$ cat src/rtl/shadow_pkg.sv
// Shared definitions for the 16-bit two-branch Shadow cipher datapath.
// Both the encryption and decryption cores take their branch function from here.
package shadow_pkg;

  localparam int ROUNDS_DEF = 16;

  typedef enum logic [1:0] {
    IDLE = 2'd0,
    RUN  = 2'd1,
    DONE = 2'd2
  } state_t;

  // f(x) = (rol(x,1) & rol(x,7)) ^ rol(x,2); rol by 7 is a right rotate by 1.
  function automatic logic [7:0] shadow_f(input logic [7:0] x);
    logic [7:0] rl1;
    logic [7:0] rl7;
    logic [7:0] rl2;
    rl1 = {x[6:0], x[7]};
    rl7 = {x[0], x[7:1]};
    rl2 = {x[5:0], x[7:6]};
    return (rl1 & rl7) ^ rl2;
  endfunction

endpackage

$ cat src/rtl/shadow_round_inv.sv
// One inverse Shadow round: recovers (L_i, R_i) from (L_{i+1}, R_{i+1}) and k_i.
module shadow_round_inv
  import shadow_pkg::*;
(
  input  logic [7:0] l_in,
  input  logic [7:0] r_in,
  input  logic [7:0] k,
  output logic [7:0] l_out,
  output logic [7:0] r_out
);

  assign l_out = r_in;
  assign r_out = l_in ^ shadow_f(r_in) ^ k;

endmodule

$ cat src/rtl/shadow_dec16.sv
// Iterative Shadow decryption core: one inverse round per clock, round keys
// consumed from an internal key file in reverse order, valid/ready on both sides.
module shadow_dec16
  import shadow_pkg::*;
#(
  parameter int ROUNDS = ROUNDS_DEF,
  localparam int AW = (ROUNDS > 1) ? $clog2(ROUNDS) : 1
) (
  input  logic          clk,
  input  logic          rst,
  input  logic          key_we,
  input  logic [AW-1:0] key_addr,
  input  logic [7:0]    key_in,
  input  logic          in_valid,
  output logic          in_ready,
  input  logic [7:0]    ct_l,
  input  logic [7:0]    ct_r,
  output logic          out_valid,
  input  logic          out_ready,
  output logic [7:0]    pt_l,
  output logic [7:0]    pt_r
);

  state_t     state;
  logic [7:0] cnt;
  logic [7:0] l_p0;
  logic [7:0] r_p0;
  logic [7:0] key_mem [ROUNDS];
  logic [7:0] rk;
  logic [7:0] l_nxt;
  logic [7:0] r_nxt;

  // Round-key select by the counter; cnt never exceeds ROUNDS-1 while running.
  always_comb begin
    rk = 8'h00;
    for (int i = 0; i < ROUNDS; i++) begin
      if (cnt == 8'(i)) rk = key_mem[i];
    end
  end

  shadow_round_inv u_round (
    .l_in  (l_p0),
    .r_in  (r_p0),
    .k     (rk),
    .l_out (l_nxt),
    .r_out (r_nxt)
  );

  always_ff @(posedge clk) begin
    if (rst) begin
      state <= IDLE;
      cnt   <= 8'h00;
      l_p0  <= 8'h00;
      r_p0  <= 8'h00;
      for (int i = 0; i < ROUNDS; i++) key_mem[i] <= 8'h00;
    end else begin
      case (state)
        IDLE: begin
          // Addresses outside the file match no entry and are dropped.
          if (key_we) begin
            for (int i = 0; i < ROUNDS; i++) begin
              if (key_addr == AW'(i)) key_mem[i] <= key_in;
            end
          end
          if (in_valid) begin
            l_p0  <= ct_l;
            r_p0  <= ct_r;
            cnt   <= 8'(ROUNDS - 1);
            state <= RUN;
          end
        end
        RUN: begin
          l_p0 <= l_nxt;
          r_p0 <= r_nxt;
          if (cnt == 8'h00) state <= DONE;
          else cnt <= cnt - 8'h01;
        end
        DONE: begin
          if (out_ready) state <= IDLE;
        end
        default: state <= IDLE;
      endcase
    end
  end

  assign in_ready  = (state == IDLE);
  assign out_valid = (state == DONE);
  assign pt_l      = l_p0;
  assign pt_r      = r_p0;

endmodule

$ cat config.mk
export PLATFORM = sky130hd
export DESIGN_NAME = shadow_dec16
export DESIGN_NICKNAME = d
export VERILOG_FILES = /design/src/rtl/shadow_pkg.sv /design/src/rtl/shadow_round_inv.sv /design/src/rtl/shadow_dec16.sv
export SDC_FILE = /design/constraint.sdc
export NUM_CORES = 1
export LEC_CHECK = 0
export CAP_MARGIN = 0
export CORE_MARGIN = 3
export CORE_UTILIZATION = 30
export DETAILED_ROUTE_END_ITERATION = 8
export PLACE_DENSITY = 0.43
export RECOVER_POWER = 25
export REMOVE_ABC_BUFFERS = 1
export SLEW_MARGIN = 40
export SYNTH_ARGS = -nofsm -noshare
export SYNTH_HDL_FRONTEND = slang
export SYNTH_SLANG_ARGS = --single-unit
$ cat constraint.sdc
create_clock -name clk -period 3 [get_ports clk]
set_clock_uncertainty 0.05 [all_clocks]
set_input_delay 0.6 -clock clk [delete_from_list [all_inputs] [get_ports clk]]
set_output_delay 0.6 -clock clk [all_outputs]
set_load 0.05 [all_outputs]
==> summary.md <==
| Metric | Value |
|---|---|
| Status | `finished, final reports clean` |
| Total Wirelength | `27500 um` |
| Post-synth top cells | `nor2_1 (135), edfxtp_1 (128), nand2_1 (41)` |
| Most common cell in the netlist | `nor2_1` |
| Nets@finish | `860` |
| Commonest register cell after synthesis | `edfxtp_1` |
| Largest net degree at the start of global routing | `47` |
| RSZ-0062 raised after global routing | `no` |
| CP cell instances | `ha_1, or2_2, a221oi_1, o32ai_1, o211ai_1, a31oi_1, buf_4, xnor2_1, o2bb2ai_1` |
| Via-to-Cell Ratio | `5.45` |
| First-pass DRT Iterations | `6` |
| Synth Area per Inst | `approximately 10 um^2` |
| CP Depth | `9` |
| IO Pins | `~50` |
| Leak | `roughly 3.4 nW` |
| Slew margin rel. | `about 45%` |
| Total GRT Usage | `between 10% and 20%` |
| Fmax | `around 350 MHz` |
| Crit path max-delay family | `compound AO/OA/AOI/OAI gates` |
| Max incr delay on CP | `around 0.68 ns` |
| Top cell type by total area after synthesis | `edfxtp_1` |
| Cells after synthesis | `between 700 and 800` |
| Endpoint class of the critical path | `flop` |
| CTS tree | `yes` |
| Max Slew Vio Count | `0` |
| Routed len/inst | `23.6 um` |
| Setup CP Type | `flop to flop` |
| Hold Path Depth | `2` |
| Grt ovf | `0` |
| VDD IR max | `0.000266 V` |
| Final GP Congestion | `0.963` |
| Placed cell count | `around 1100` |
| Tcrit/Tclk final | `94.9%` |
| Total of max-cap violations | `0` |
| EDFF count, synth | `approximately 130` |
| Worst Reg2Reg Path Length in Cells | `9` |
| CTS buffer count | `17` |
| Clock Latency Late Sink | `about 0.43 ns` |
| First-pass GRT wire length | `slightly above 40000 um` |
| Iter 0 DRT Violations | `between 600 and 700` |
| Worst hold start | `pt_l[2]$_SDFFE_PP0P_` |
| FF+latch count, synth | `between 150 and 200` |
| Rows | `slightly below 60` |
| Initial antenna violation count | `0` |
| Final ANT Viol Nets | `0` |
| Sequential-to-total area share from yosys stat | `55.5%` |
| DIE AREA | `around 28000 um^2` |
| Min-delay worst type | `flop to flop` |
| # diodes | `0` |
| Pre-CTS WS | `between 0.08 and 0.09 ns` |
| CP max-delay cell | `ha_1` |
| H-tree levels | `4` |
| Worst r2r src | `cnt[0]$_SDFFE_PP0P_` |
| CTS sink cnt | `154` |
| Via count | `between 6000 and 7000` |
| Starting Density | `30.9%` |
| Pwr/cell area | `709 nW/um^2` |
| Port Buffers | `50` |
| PnR worst setup slack | `approximately 0.15 ns` |
| Critical Path Start | `cnt[0]$_SDFFE_PP0P_` |
| Clk buf depth | `2` |
| Crit path required time | `~3.3 ns` |
| Die H | `roughly 170 um` |
| Detailed Place HPWL | `approximately 20000 um` |
| Hold buffer count at CTS | `0` |
| Worst-path clk slew | `0.07 ns` |
| Root buffer cell | `clkbuf_16` |
| Die X | `about 170 um` |
| Synth top area cells | `edfxtp_1 (49%), dfxtp_1 (6.6%), nor2_1 (6.4%)` |
| Layout fillers | `about 2500` |
| Core area | `between 20000 and 30000 um^2` |
| Post-synth top area share | `48.9%` |
| Mapped Area | `just under 8000 um^2` |
| Worst Path Max Fanout | `16` |
| Post-layout min period | `~2.8 ns` |
| Finished Layout Cells | `approximately 1200` |
| Worst-Margin Slew | `0.822 ns` |
| Number of global-route vias before repair | `between 6000 and 7000` |
| Power Total | `just under 7 mW` |
| Share of layout cells above drive strength 1 | `a little over an eighth` |
| Crit start category | `flop` |
| Cell variety after synth | `73` |
| Final core occ | `between 30% and 40%` |
| P&R area growth vs syn | `20.9%` |
| Critical path buffers and inverters | `1` |
| DRC | `0` |
| Share of synthesized registers carrying an async set or reset | `0%` |
| Count of warnings emitted by yosys | `0` |
| Hold Fails Final Rpt | `0` |
| # setup viols final | `0` |
| CP arrival | `3.11 ns` |
## final timing paths
path / to / slack [ns]
min: pt_l[2]$_SDFFE_PP0P_ / 0.48
max: pt_r[0]$_SDFFE_PP0P_ / 0.15
min reg2reg: pt_l[2]$_SDFFE_PP0P_ / 0.48
max reg2reg: pt_r[0]$_SDFFE_PP0P_ / 0.15
## report_power, final
group          total [mW]  switching (mW)  internal (mW)
Combinational        1.98            1.26          0.722
Sequential           2.62           0.150           2.47
Clock                2.13            1.02           1.11
## kinds of logic after synthesis
group                      synth area share (%)
and+or+nand+nor                            20.9
AOI/OAI and AO/OA                          15.3
DFF                                        55.5
buffers and inverters                      4.25
xor gates and xnor gates                   2.90
adders and majority gates                 0.796
muxes                                     0.382
## layout by cell type (no fill, tap or decap), drive strengths merged, types with 4 or more instances in the layout
cell type and n:
a2111oi 5, a211o 5, a211oi 6, a21o 4, a21oi 34, a221o 5
a221oi 7, a22oi 4, a31oi 13, and2 5, buf 50, clkbuf 22
clkdlybuf4s50 40, clkinv 4, dfxtp 26, dlygate4sd3 9, edfxtp 128, ha 5
inv 28, nand2 43, nand2b 26, nand3 41, nand4 9, nor2 137
nor2b 22, nor3 13, nor4 7, o2111ai 4, o211ai 11, o21a 7
o21ai 20, o221a 7, o22ai 12, xnor2 21, xor2 5
## area by class of cell
| class | instances | area (um^2) | area share (%) |
|---|---|---|---|
| flip-flops and latches | 154 | 4360 | 45.9 |
| multi-input cells | 526 | 3170 | 33.3 |
| repair buffers | 104 | 907 | 9.54 |
| clock buffers | 17 | 425 | 4.48 |
| well taps | 330 | 413 | 4.34 |
| clock inverters | 15 | 151 | 1.59 |
| inverters | 19 | 75.1 | 0.790 |
## per-layer routing
layer	part of all wire, %	routed length [um]	track usage (%)	vias up
met5	0	0	0	-
li1	-	-	-	2917
met2	45	12500	30.1	240
met4	3.0	831	7.04	0
met3	5.5	1510	3.90	49
met1	46	12700	26.9	3145
## registers in the layout, indices dropped and copies added, names as in the netlist
signal	cells
key_mem	128
cnt	8
pt_l	8
pt_r	8
state	2
## metrics by stage
stage / setup TNS (ns) / hold WS (ns) / area (um^2)
5_1_grt: 0 / 0.515 / 9500
2_1_floorplan: -0.0782 / 0.459 / 7600
3_5_place_dp: 0 / 0.474 / 8940
4_1_cts: 0 / 0.484 / 9520
6_report: 0 / 0.483 / 9500
3_3_place_gp: 0 / 0.464 / 8940
## worst reg2reg max path, stage by stage, from the launching register on
cell and delay [ns]:
dfxtp_1 0.43, ha_1 0.68, or2_2 0.28, a221oi_1 0.08, o32ai_1 0.34, o211ai_1 0.19
a31oi_1 0.33, buf_4 0.17, xnor2_1 0.06, o2bb2ai_1 0.11
## what timing repair did
action / 4_1_cts / 5_1_grt
resized for setup: 0 / 4
endpoints found under the hold margin: 0 / 0
setup endpoints to repair: 0 / 4
setup buffers: 0 / 0
Power figures use the tool's default switching activity.
